==> config.mk <==
export PLATFORM = sky130hd
export DESIGN_NAME = ysyx_23060221_ifu_prefetch
export DESIGN_NICKNAME = d
export VERILOG_FILES = /design/src/rtl/ysyx_23060221_ifu_pkg.sv /design/src/rtl/ysyx_23060221_ifu_fifo.sv /design/src/rtl/ysyx_23060221_ifu_prefetch.sv
export SDC_FILE = /design/constraint.sdc
export NUM_CORES = 1
export LEC_CHECK = 0
export ABC_CLOCK_PERIOD_IN_PS = 12000
export BUFFER_PORTS_ARGS = -buffer_cell sky130_fd_sc_hd__buf_2
export CAP_MARGIN = 0
export CORE_ASPECT_RATIO = 2
export CORE_MARGIN = 2
export CORE_UTILIZATION = 45
export DETAILED_ROUTE_END_ITERATION = 10
export MAX_ROUTING_LAYER = met4
export REMOVE_ABC_BUFFERS = 1
export SLEW_MARGIN = 40
export SYNTH_ARGS = -nofsm -noshare
export SYNTH_HDL_FRONTEND = slang
export SYNTH_SLANG_ARGS = --single-unit
==> constraint.sdc <==
create_clock -name clk -period 12 [get_ports clk]
set_clock_uncertainty 0.1 [all_clocks]
set_input_delay 1.8 -clock clk [delete_from_list [all_inputs] [get_ports clk]]
set_output_delay 1.8 -clock clk [all_outputs]
set_load 0.02 [all_outputs]
==> src/rtl/ysyx_23060221_ifu_pkg.sv <==
// ysyx_23060221_ifu_pkg: shared fetch FSM state and AXI encodings for the prefetcher.
package ysyx_23060221_ifu_pkg;
    typedef enum logic [1:0] {S_IDLE, S_AR, S_R, S_DRAIN} ifu_state_e;
    localparam logic [1:0] AXI_BURST_INCR = 2'b01;
    localparam logic [2:0] AXI_SIZE_4B = 3'b010;
    localparam logic [1:0] AXI_RESP_OKAY = 2'b00;
endpackage

==> src/rtl/ysyx_23060221_ifu_fifo.sv <==
// ysyx_23060221_ifu_fifo: synchronous FIFO with a flush that overrides push and pop.
module ysyx_23060221_ifu_fifo #(
    parameter int DEPTH = 8,
    parameter int WIDTH = 65
) (
    input  logic                   clk,
    input  logic                   rst,
    input  logic                   flush,
    input  logic                   push,
    input  logic                   pop,
    input  logic [WIDTH-1:0]       wdata,
    output logic [WIDTH-1:0]       rdata,
    output logic                   empty,
    output logic [$clog2(DEPTH):0] count
);
    localparam int AW = $clog2(DEPTH);
    localparam logic [AW:0] FULL = (AW+1)'(DEPTH);
    logic [WIDTH-1:0] mem_q [DEPTH];
    logic [AW-1:0] wr_q, wr_d, rd_q, rd_d;
    logic [AW:0] cnt_q, cnt_d;
    logic do_push, do_pop;
    always_comb begin
        do_push = push && !flush && cnt_q != FULL;
        do_pop = pop && cnt_q != '0;
        wr_d = flush ? '0 : wr_q + AW'(do_push);
        rd_d = flush ? '0 : rd_q + AW'(do_pop);
        cnt_d = flush ? '0 : cnt_q + (AW+1)'(do_push) - (AW+1)'(do_pop);
    end
    always_ff @(posedge clk) begin
        if (rst) begin
            wr_q <= '0;
            rd_q <= '0;
            cnt_q <= '0;
        end else begin
            wr_q <= wr_d;
            rd_q <= rd_d;
            cnt_q <= cnt_d;
        end
    end
    always_ff @(posedge clk) begin
        if (do_push) mem_q[wr_q] <= wdata;
    end
    assign rdata = mem_q[rd_q];
    assign empty = cnt_q == '0;
    assign count = cnt_q;
endmodule

==> src/rtl/ysyx_23060221_ifu_prefetch.sv <==
// ysyx_23060221_ifu_prefetch: AXI burst instruction prefetcher feeding a small instruction buffer.
module ysyx_23060221_ifu_prefetch
    import ysyx_23060221_ifu_pkg::*;
#(
    parameter logic [31:0] RESET_PC = 32'h8000_0000,
    parameter int DEPTH = 8,
    parameter int BURST_LEN = 4,
    parameter logic [3:0] AXI_ID = 4'd0
) (
    input  logic        clk,
    input  logic        rst,
    input  logic        redirect_valid,
    input  logic [31:0] redirect_pc,
    output logic        out_valid,
    input  logic        out_ready,
    output logic [31:0] out_inst,
    output logic [31:0] out_pc,
    output logic        out_err,
    output logic        arvalid,
    input  logic        arready,
    output logic [31:0] araddr,
    output logic [3:0]  arid,
    output logic [7:0]  arlen,
    output logic [2:0]  arsize,
    output logic [1:0]  arburst,
    input  logic        rvalid,
    output logic        rready,
    input  logic [31:0] rdata,
    input  logic [1:0]  rresp,
    input  logic        rlast,
    input  logic [3:0]  rid
);
    localparam logic [31:0] BMASK = 32'(BURST_LEN*4 - 1);
    localparam int CW = $clog2(DEPTH) + 1;
    ifu_state_e state_q, state_d;
    logic [31:0] fpc_q, fpc_d, addr_q, addr_d, beat_pc;
    logic [4:0] beat_q, beat_d;
    logic pend_q, pend_d;
    logic push, pop, empty, room, unused_ok;
    logic [CW-1:0] count;
    assign beat_pc = addr_q + {25'd0, beat_q, 2'b00};
    assign room = 32'(count) + 32'(BURST_LEN) <= 32'(DEPTH);
    assign unused_ok = ^{rid, redirect_pc[1:0]};
    always_comb begin
        state_d = state_q;
        fpc_d = redirect_valid ? {redirect_pc[31:2], 2'b00} : fpc_q;
        addr_d = addr_q;
        beat_d = beat_q;
        pend_d = pend_q;
        push = 1'b0;
        case (state_q)
            S_IDLE: if (redirect_valid || room) begin
                state_d = S_AR;
                addr_d = fpc_d & ~BMASK;
            end
            // A redirect seen while the request is pending turns the burst into a drain.
            S_AR: begin
                pend_d = pend_q || redirect_valid;
                if (arready) begin
                    state_d = (pend_q || redirect_valid) ? S_DRAIN : S_R;
                    pend_d = 1'b0;
                    beat_d = '0;
                end
            end
            S_R: begin
                state_d = (rvalid && rlast) ? S_IDLE : redirect_valid ? S_DRAIN : S_R;
                if (rvalid) begin
                    push = !redirect_valid && beat_pc >= fpc_q;
                    beat_d = beat_q + 5'd1;
                    if (rlast && !redirect_valid) fpc_d = addr_q + 32'(BURST_LEN*4);
                end
            end
            S_DRAIN: state_d = (rvalid && rlast) ? S_IDLE : S_DRAIN;
            default: state_d = S_IDLE;
        endcase
    end
    always_ff @(posedge clk) begin
        if (rst) begin
            state_q <= S_IDLE;
            fpc_q <= RESET_PC;
            addr_q <= '0;
            beat_q <= '0;
            pend_q <= 1'b0;
        end else begin
            state_q <= state_d;
            fpc_q <= fpc_d;
            addr_q <= addr_d;
            beat_q <= beat_d;
            pend_q <= pend_d;
        end
    end
    assign arvalid = state_q == S_AR;
    assign araddr = addr_q;
    assign arid = AXI_ID;
    assign arlen = 8'(BURST_LEN - 1);
    assign arsize = AXI_SIZE_4B;
    assign arburst = AXI_BURST_INCR;
    assign rready = state_q == S_R || state_q == S_DRAIN;
    assign out_valid = !empty;
    assign pop = out_valid && out_ready;
    ysyx_23060221_ifu_fifo #(.DEPTH(DEPTH), .WIDTH(65)) u_fifo (
        .clk(clk),
        .rst(rst),
        .flush(redirect_valid),
        .push(push),
        .pop(pop),
        .wdata({rresp != AXI_RESP_OKAY, beat_pc, rdata}),
        .rdata({out_err, out_pc, out_inst}),
        .empty(empty),
        .count(count)
    );
endmodule

======== Word-level counts from Yosys, hierarchy flattened ========
Memory sizes are Yosys's and may differ from the RTL's. A register that Yosys moved wholly into a read port is not among the register bits.
Index checks and enable logic that the tools add are counted.
operators by class
  $add $sub $neg .......................... 8
  $lt $le $gt $ge ......................... 2
  equality and inequality tests ........... 7
  mux-type cells .......................... 20
  reductions and logical operators ........ 21
operators by type and width
  cell                     number
  $mux W32                 4
  $add A32 B5 Y32 const B  1
  $add A32 B7 Y32          1
  $ge A32 B32 Y1           1
  $mux W5                  2
  $pmux W5 S2              1
  $mux W2                  4
  $pmux W2 S4              1
  $logic_and A1 B1 Y1      7
  $mux W1                  7
  $add A3 B1 Y3            2
  $add A4 B3 Y5 const B    1
  $add A5 B1 Y5 const B    1
  $le A5 B4 Y1 const B     1
  $add A4 B1 Y4            1
  $eq A2 B2 Y1 const B     2
  $logic_not A4 Y1         1
  $ne A2 B2 Y1 const B     2
  $ne A4 B4 Y1 const B     1
  $reduce_and A2 Y1        2
  $reduce_bool A2 Y1       2
  $reduce_bool A4 Y1       1
  $sub A4 B1 Y4            1
  $logic_or A1 B1 Y1       3
  other kinds (7)          8
storage, ports and cells
  bits of input ports ..................... 77
  word-level logic and storage cells ...... 67
  bits in writable memories ............... 520
  bits in registers ....................... 78
  memories ................................ 1
memories
  name          depth  bits a word  rd ports  clocked after memory_dff  wr ports  RTL line                      source
  u_fifo.mem_q  8      65           1         1                         1         ysyx_23060221_ifu_fifo.sv:18  logic [WIDTH-1:0] mem_q [DEPTH];

======== Depth between registers and ports, before layout ========
Gate-level depths: netlist of run 1.
  word-level depth ........................ 9
  gate-level depth with buffers ........... 18

======== Hierarchy ========
Synthesis of run 1 repeated with hierarchy kept, for this count alone.
second synthesis, totals
  cells, all modules ...................... 1402
  area total of the unflattened synthesis .. 24948.9 um2
modules (own cells, without submodules)
  module                      times used  cells each  area each (um2)
  ysyx_23060221_ifu_fifo      1           816         20090.5
  ysyx_23060221_ifu_prefetch  1           586         4858.4

======== Least setup slack after synthesis of run 1 ========
Ideal clock, no wire load.
  path kind ............................... register to register
  start ................................... reg addr_q[4], in the netlist araddr[4]
  end ..................................... mem u_fifo.mem_q[3][0] (enable)
  data required time ...................... 11.322 ns
  stages on the path, launching flop included .. 13
  slack ................................... 3.446 ns
  clock period less this slack ............ 8.554 ns
  data arrival time ....................... 7.876 ns
  path through ............................ dfxtp_1 -> ha_1 -> fa_1 -> a21o_1 -> nand2_1 -> nor4_2 -> nand4_1 -> xnor2_1 -> ha_1 -> nand4_1 -> nor4_4 -> o311ai_2 -> a211oi_1
on the way
  cells in the longest elaborated chain, start to end .. 9
ends and longest elaborated chain
  item                              RTL line                          source
  start: declaration                ysyx_23060221_ifu_prefetch.sv:36  logic [31:0] fpc_q, fpc_d, addr_q, addr_d, beat_pc;
  start signal: assignment          ysyx_23060221_ifu_prefetch.sv:87  addr_q <= addr_d;
  $add A32 B7 Y32                   ysyx_23060221_ifu_prefetch.sv:41  assign beat_pc = addr_q + {25'd0, beat_q, 2'b00};
  named net beat_pc[30]             ysyx_23060221_ifu_prefetch.sv:36
  $ge A32 B32 Y1                    ysyx_23060221_ifu_prefetch.sv:68  push = !redirect_valid && beat_pc >= fpc_q;
  $logic_and A1 B1 Y1               ysyx_23060221_ifu_prefetch.sv:68
  $mux W1                           ysyx_23060221_ifu_prefetch.sv:67  if (rvalid) begin
  $mux W1                           ysyx_23060221_ifu_prefetch.sv:51  case (state_q)
  $logic_and A1 B1 Y1 (2 in a row)  ysyx_23060221_ifu_fifo.sv:23      do_push = push && !flush && cnt_q != FULL;
  $mux W1                           ysyx_23060221_ifu_fifo.sv:41      if (do_push) mem_q[wr_q] <= wdata;
  $mux W1 (implied by the code)     ysyx_23060221_ifu_fifo.sv:41
  end: declaration                  ysyx_23060221_ifu_fifo.sv:18
The timed path passes the listed nets, and every way through them passes these cells.

======== Worst setup path in the final report of run 1 ========
  start ................................... reg addr_q[4], in the netlist araddr[4]
  end ..................................... mem u_fifo.mem_q[6][54] (enable)
The elaborated chain is that of the path after synthesis.

==> impl_metrics.json, run 1 <==
{
  "status": "complete, no violations",
  "grt_max_degree": 67,
  "final_nets": 1661,
  "worstSetupPathType": "flip-flop to flip-flop",
  "gp_congestion": 0.846,
  "drtIter0Drc": 755,
  "leakagePower_nw": 9.35,
  "slew_headroom": 0.453,
  "syn_area_sq_um": 24300,
  "reg2reg_depth": 14,
  "clock_latency_ns": 0.58,
  "antenna_left": 0,
  "synth_cell_types": 59,
  "fin_cells": 2247,
  "routed_wl_um": 53100,
  "grt_pass1_wl_um": 80700,
  "finalSetupViolCount": 0,
  "irDropWorstVdd_uv": 166,
  "synth.avg_cell_area_sq_um": 17.7,
  "critPathBufInv": 2,
  "synth_cells": 1371,
  "grt_pass1_vias": 13450,
  "cp_max_fo": 54,
  "r2r-end": "u_fifo.mem_q[6][54]$_DFFE_PP_",
  "hold_buffers": 0,
  "area_growth_pct": 14.0,
  "critical_path.cell_chain": "ha_1, fa_1, a21o_1, nand2_1, nor4_2, nand4_1, xnor2_1, ha_1, nand4_1, nor4_4, o311ai_2, buf_4, a211oi_4, buf_6",
  "fp-row-count": 120,
  "critPathArrivalTime_ns": 6.45,
  "cts.sinks": 582,
  "ys_warn_count": 0,
  "rrSetupSlack_ns": 5.66,
  "hold_viol_final": 0,
  "slew_violations": 0,
  "drcViolationCount": 0,
  "holdPathEnd": "fpc_q[1]$_SDFF_PP0_",
  "required_ns": 12.11,
  "initial_utilization": 0.454,
  "timing.final.crit_period_ns": 6.34,
  "worstReg2RegStart": "araddr[4]$_SDFFE_PP0P_",
  "grt_overflow": 0,
  "cp_top_family": "simple AND/OR/NAND/NOR gates",
  "dieWidth_um": 168,
  "wl_per_cell_um": 23.6,
  "htreeDepth": 2,
  "yosysSeqAreaShare": 0.688,
  "antenna_found_initial": 4,
  "numCtsBuffers": 51,
  "critical-path-max-stage-delay_ns": 0.74,
  "cts.path.max_buffers": 3,
  "die_height_um": 332,
  "drive_above_1_share": 0.312,
  "cts_setup_buffers": 0,
  "dp.cells": 2151,
  "start_kind": "flip-flop",
  "pwr_density_cell_nw_per_um2": 169,
  "viasPerCell": 5.57,
  "worstHoldPathCells": 1,
  "rsz0062_at_grt": "false",
  "finalCritPeriodShare": 0.529,
  "worst_pin_slew_ns": 0.818,
  "io_pins": 194,
  "track_usage": 0.198,
  "portBuffers": 164,
  "via_count": 12510,
  "synth_ff_type": "edfxtp_1",
  "cp_slowest_cell": "a211oi_4",
  "coreArea_sq_um": 53500,
  "hold_path.startpoint": "fpc_q[1]$_SDFF_PP0_",
  "cts.clk_slew.worst_paths_ns": 0.07,
  "tns_ns": 0,
  "maxCapViolCount": 0,
  "cts_tree": "done",
  "root_buffer": "clkbuf_16",
  "firstDrtPassIters": 4,
  "ctsResizeCount": 0,
  "die_area_sq_um": 55900,
  "cp-end-kind": "flip-flop",
  "dp_hpwl_um": 32000,
  "ys_ff_latch": 582,
  "hold_class": "flip-flop to flip-flop",
  "max_freq_ghz": 0.158,
  "synth_edf_count": 504,
  "synth_async_sr_flop_share": 0
}
how the worst max path moves through the flow:
stage                           start                            end  slack (ns)  depth (start not counted)
3_3_place_gp   araddr[4]$_SDFFE_PP0P_   u_fifo.mem_q[7][9]$_DFFE_PP_        5.37                         14
6_report       araddr[4]$_SDFFE_PP0P_  u_fifo.mem_q[6][54]$_DFFE_PP_        5.66                         14
5_1_grt        araddr[4]$_SDFFE_PP0P_  u_fifo.mem_q[6][60]$_DFFE_PP_        5.31                         14
3_5_place_dp   araddr[4]$_SDFFE_PP0P_  u_fifo.mem_q[2][60]$_DFFE_PP_        5.56                         14
2_1_floorplan  araddr[4]$_SDFFE_PP0P_   u_fifo.mem_q[3][0]$_DFFE_PP_        3.43                         12
4_1_cts        araddr[4]$_SDFFE_PP0P_  u_fifo.mem_q[2][52]$_DFFE_PP_        5.51                         14
cell families (layout without fill, tap and decap cells):
logic type,Yosys count,in the layout,share of synthesized area
AO/OA/AOI/OAI,121,121,0.0348
XOR/XNOR,57,57,0.0206
adder cells (fa/ha/maj),50,50,0.0264
buffers and inverters,142,325,0.0275
flip-flops,582,582,0.688
multiplexers,219,219,0.159
other,2,24,0.000310
AND/OR/NAND/NOR,198,198,0.0438
registers in the layout, summed over array words and instances (netlist names):
name and cells:
u_fifo.mem_q 504, u_fifo.rd_q 3, u_fifo.wr_q 3, beat_q 5, araddr 28, u_fifo.count 4
state_q 2, fpc_q 32, pend_q 1
worst reg2reg max path: cells and delay by family, from the launching register on:
kind / cells / cell delay [ns]
DFF: 1 / 0.49
buffers and inverters: 2 / 0.86
adders and majority gates: 3 / 0.74
AOI/OAI and AO/OA: 3 / 1.08
xor gates and xnor gates: 1 / 0.63
and+or+nand+nor: 5 / 1.94
synthesized netlist by cell type, types with 9 or more instances:
master | count | area share
a211oi_1 | 47 | 0.015
a21o_1 | 18 | 0.0056
a21oi_1 | 36 | 0.0074
and2_1 | 11 | 0.0028
buf_2 | 22 | 0.0045
buf_4 | 28 | 0.0087
clkbuf_1 | 43 | 0.0067
dfxtp_1 | 78 | 0.064
edfxtp_1 | 504 | 0.62
ha_1 | 48 | 0.025
inv_1 | 40 | 0.0062
mux2_2 | 63 | 0.029
mux2i_1 | 30 | 0.012
mux4_2 | 126 | 0.12
nand2_1 | 39 | 0.0060
nand3_1 | 16 | 0.0033
nand4_1 | 14 | 0.0036
nor2_1 | 71 | 0.011
nor3_1 | 9 | 0.0019
xnor2_1 | 23 | 0.0083
xor2_1 | 34 | 0.012
layout by cell type (no fill, tap or decap), types with 30 or more instances in the layout:
master	netlist	routed
a211oi_1	47	43
a21oi_1	36	32
buf_2	22	164
clkbuf_16	0	53
dfxtp_1	78	75
edfxtp_1	504	504
ha_1	48	48
inv_1	40	40
mux2_2	63	63
mux2i_1	30	30
mux4_2	126	126
nand2_1	39	39
nor2_1	71	71
xor2_1	34	33
per-stage QoR:
| step | area [sq um] | utilization | setup slack [ns] | total power [mW] | hold slack [ns] |
|---|---|---|---|---|---|
| 6_report | 27700 | 0.517 | 5.66 | 4.67 | 0.370 |
| 2_1_floorplan | 23800 | - | 3.43 | 2.82 | 0.324 |
| 4_1_cts | 27600 | 0.516 | 5.51 | 4.73 | 0.380 |
| 5_1_grt | 27700 | 0.517 | 5.31 | 4.85 | 0.410 |
| 3_3_place_gp | 25800 | 0.482 | 5.37 | 3.00 | 0.340 |
| 3_5_place_dp | 25900 | 0.484 | 5.56 | 3.02 | 0.357 |
routing by layer:
metal	track usage	vias to the layer above	wire [um]
met5	-	-	0
met4	0.0609	0	1430
met3	0.0280	87	2260
met2	0.350	312	28100
met1	0.234	6433	21300
li1	-	5678	-
power by group:
group	internal (mW)	leakage [nW]	switching, mW	total, mW
combinational	0.245	3.30	0.371	0.616
clock	0.986	0.839	0.715	1.70
sequential	2.28	5.21	0.0772	2.36
area by class of cell:
cell class / count / area (sq um)
fillers: 4418 / 25800
flip-flops and latches: 582 / 16700
multi-input cells: 668 / 7120
clock buffers: 62 / 1370
repair buffers: 191 / 1100
well taps: 671 / 840
clock inverters: 32 / 367
inverters: 40 / 150
diodes: 1 / 2.50
No activity file was read; power rests on OpenSTA's default activity.
==> inputs of run 2 (changes only) <==
--- a/config.mk
+++ b/config.mk
@@ -5,7 +5,7 @@
 export SDC_FILE = /design/constraint.sdc
 export NUM_CORES = 1
 export LEC_CHECK = 0
-export ABC_CLOCK_PERIOD_IN_PS = 12000
+export ABC_CLOCK_PERIOD_IN_PS = 6400
 export BUFFER_PORTS_ARGS = -buffer_cell sky130_fd_sc_hd__buf_2
 export CAP_MARGIN = 0
 export CORE_ASPECT_RATIO = 2
==> constraint.sdc (replaced) <==
create_clock -name clk -period 6.4 [get_ports clk]
set_clock_uncertainty 0.1 [all_clocks]
set_input_delay 0.96 -clock clk [delete_from_list [all_inputs] [get_ports clk]]
set_output_delay 0.96 -clock clk [all_outputs]
set_load 0.02 [all_outputs]
==> impl_metrics.json, run 2 (synthesis gave the netlist of run 1 again) <==
{
  "start_kind": "flip-flop",
  "gp_congestion": 0.823,
  "cts.sinks": 582,
  "whs_ns": 0.375,
  "initial_utilization": 0.454,
  "drcViolationCount": 0,
  "grt_pass1_vias": 13620,
  "slew_headroom": 0.460,
  "timing.final.crit_period_ns": 5.36,
  "pwr_density_cell_nw_per_um2": 316,
  "grt_pass1_wl_um": 82200,
  "top_register": "u_fifo.mem_q",
  "io_pins": 194,
  "cts_tree": "done",
  "portBuffers": 164,
  "via_count": 12641,
  "firstDrtPassIters": 5,
  "worst_pin_slew_ns": 0.809,
  "nFillCells": 4347,
  "finalCritPeriodShare": 0.837,
  "grt_overflow": 0,
  "grt_max_degree": 71,
  "finalSetupViolCount": 0,
  "area_growth_pct": 15.0,
  "cts.clk_slew.worst_paths_ns": 0.07,
  "fp-row-count": 120,
  "numCtsBuffers": 49,
  "clock_latency_ns": 0.59,
  "drive_above_1_share": 0.316,
  "maxCapViolCount": 0,
  "hold_class": "flip-flop to flip-flop",
  "layout_common_cells": "edfxtp_1, buf_2, mux4_2",
  "tns_ns": 0,
  "rrSetupSlack_ns": 1.04,
  "coreArea_sq_um": 53500,
  "final_nets": 1669,
  "mostFrequentLayoutCell": "edfxtp_1",
  "critPathArrivalTime_ns": 5.53,
  "antenna_left": 0,
  "cp_max_fo": 15,
  "die_area_sq_um": 55900,
  "dp.cells": 2161,
  "fin_ws_ns": 1.04,
  "drtIter0Drc": 950,
  "cts.path.max_buffers": 3,
  "viasPerCell": 5.60,
  "leakagePower_nw": 9.45,
  "cp-end-kind": "flip-flop",
  "rsz0062_at_grt": "false",
  "dieWidth_um": 168,
  "die_height_um": 332,
  "wl_per_cell_um": 23.9,
  "slew_violations": 0,
  "routed_wl_um": 53900,
  "ctsResizeCount": 0,
  "track_usage": 0.200,
  "required_ns": 6.57,
  "utilization": 0.522,
  "max_freq_ghz": 0.187,
  "hold_buffers": 0,
  "antenna_found_initial": 2,
  "irDropWorstVdd_uv": 227,
  "status": "complete, no violations",
  "largest_reg_flops": 504,
  "root_buffer": "clkbuf_16",
  "fin_cells": 2256,
  "hold_viol_final": 0,
  "worstSetupPathType": "flip-flop to flip-flop",
  "htreeDepth": 2,
  "dp_slack_ns": 0.934,
  "cts_setup_buffers": 0,
  "dp_hpwl_um": 33200
}
-- run 2: per-stage QoR --
stage          area (sq um)  total power, mW
3_5_place_dp          26100             5.68
5_1_grt               27900             9.16
2_1_floorplan         23800             5.28
4_1_cts               27800             8.91
3_3_place_gp          26100             5.64
6_report              27900             8.83
-- run 2: worst max-delay path: stages (launching register included) --
cell and delay (ns):
dfxtp_1 0.48, ha_1 0.24, fa_1 0.22, a21o_1 0.12
nand2_1 0.13, nor4_2 0.67, nand4_1 0.19, xnor2_1 0.59
ha_1 0.26, nand4_1 0.20, nor4_4 0.47, o311ai_2 0.17
buf_4 0.25, a21oi_4 0.67, buf_12 0.25
-- run 2: area by class of cell --
class | instances | area [sq um] | share of cell area
flip-flops and latches | 582 | 16700 | 0.599
multi-input cells | 668 | 7130 | 0.255
diodes | 2 | 5.00 | 0.000179
clock inverters | 32 | 435 | 0.0156
well taps | 671 | 840 | 0.0301
clock buffers | 60 | 1310 | 0.0470
inverters | 40 | 150 | 0.00538
repair buffers | 201 | 1320 | 0.0474
-- run 2: path summary, 6_finish.rpt --
path | depth (start not counted) | to | from
max reg2reg | 14 | u_fifo.mem_q[5][16]$_DFFE_PP_ | araddr[4]$_SDFFE_PP0P_
min | 1 | fpc_q[0]$_SDFF_PP0_ | fpc_q[0]$_SDFF_PP0_
max | 14 | u_fifo.mem_q[5][16]$_DFFE_PP_ | araddr[4]$_SDFFE_PP0P_
min reg2reg | 1 | fpc_q[0]$_SDFF_PP0_ | fpc_q[0]$_SDFF_PP0_
-- run 2: power by group --
part	switching, mW	internal [mW]
Clock	1.34	1.90
Sequential	0.147	4.27
Combinational	0.701	0.468
-- run 2: per-layer routing --
metal / track usage / vias to the layer above / wire length [um] / share of wire
li1: - / 5684 / - / -
met1: 0.242 / 6570 / 21500 / 0.40
met2: 0.354 / 314 / 28800 / 0.53
met3: 0.0272 / 73 / 2490 / 0.046
met4: 0.0530 / 0 / 1180 / 0.022
met5: - / - / 0 / 0
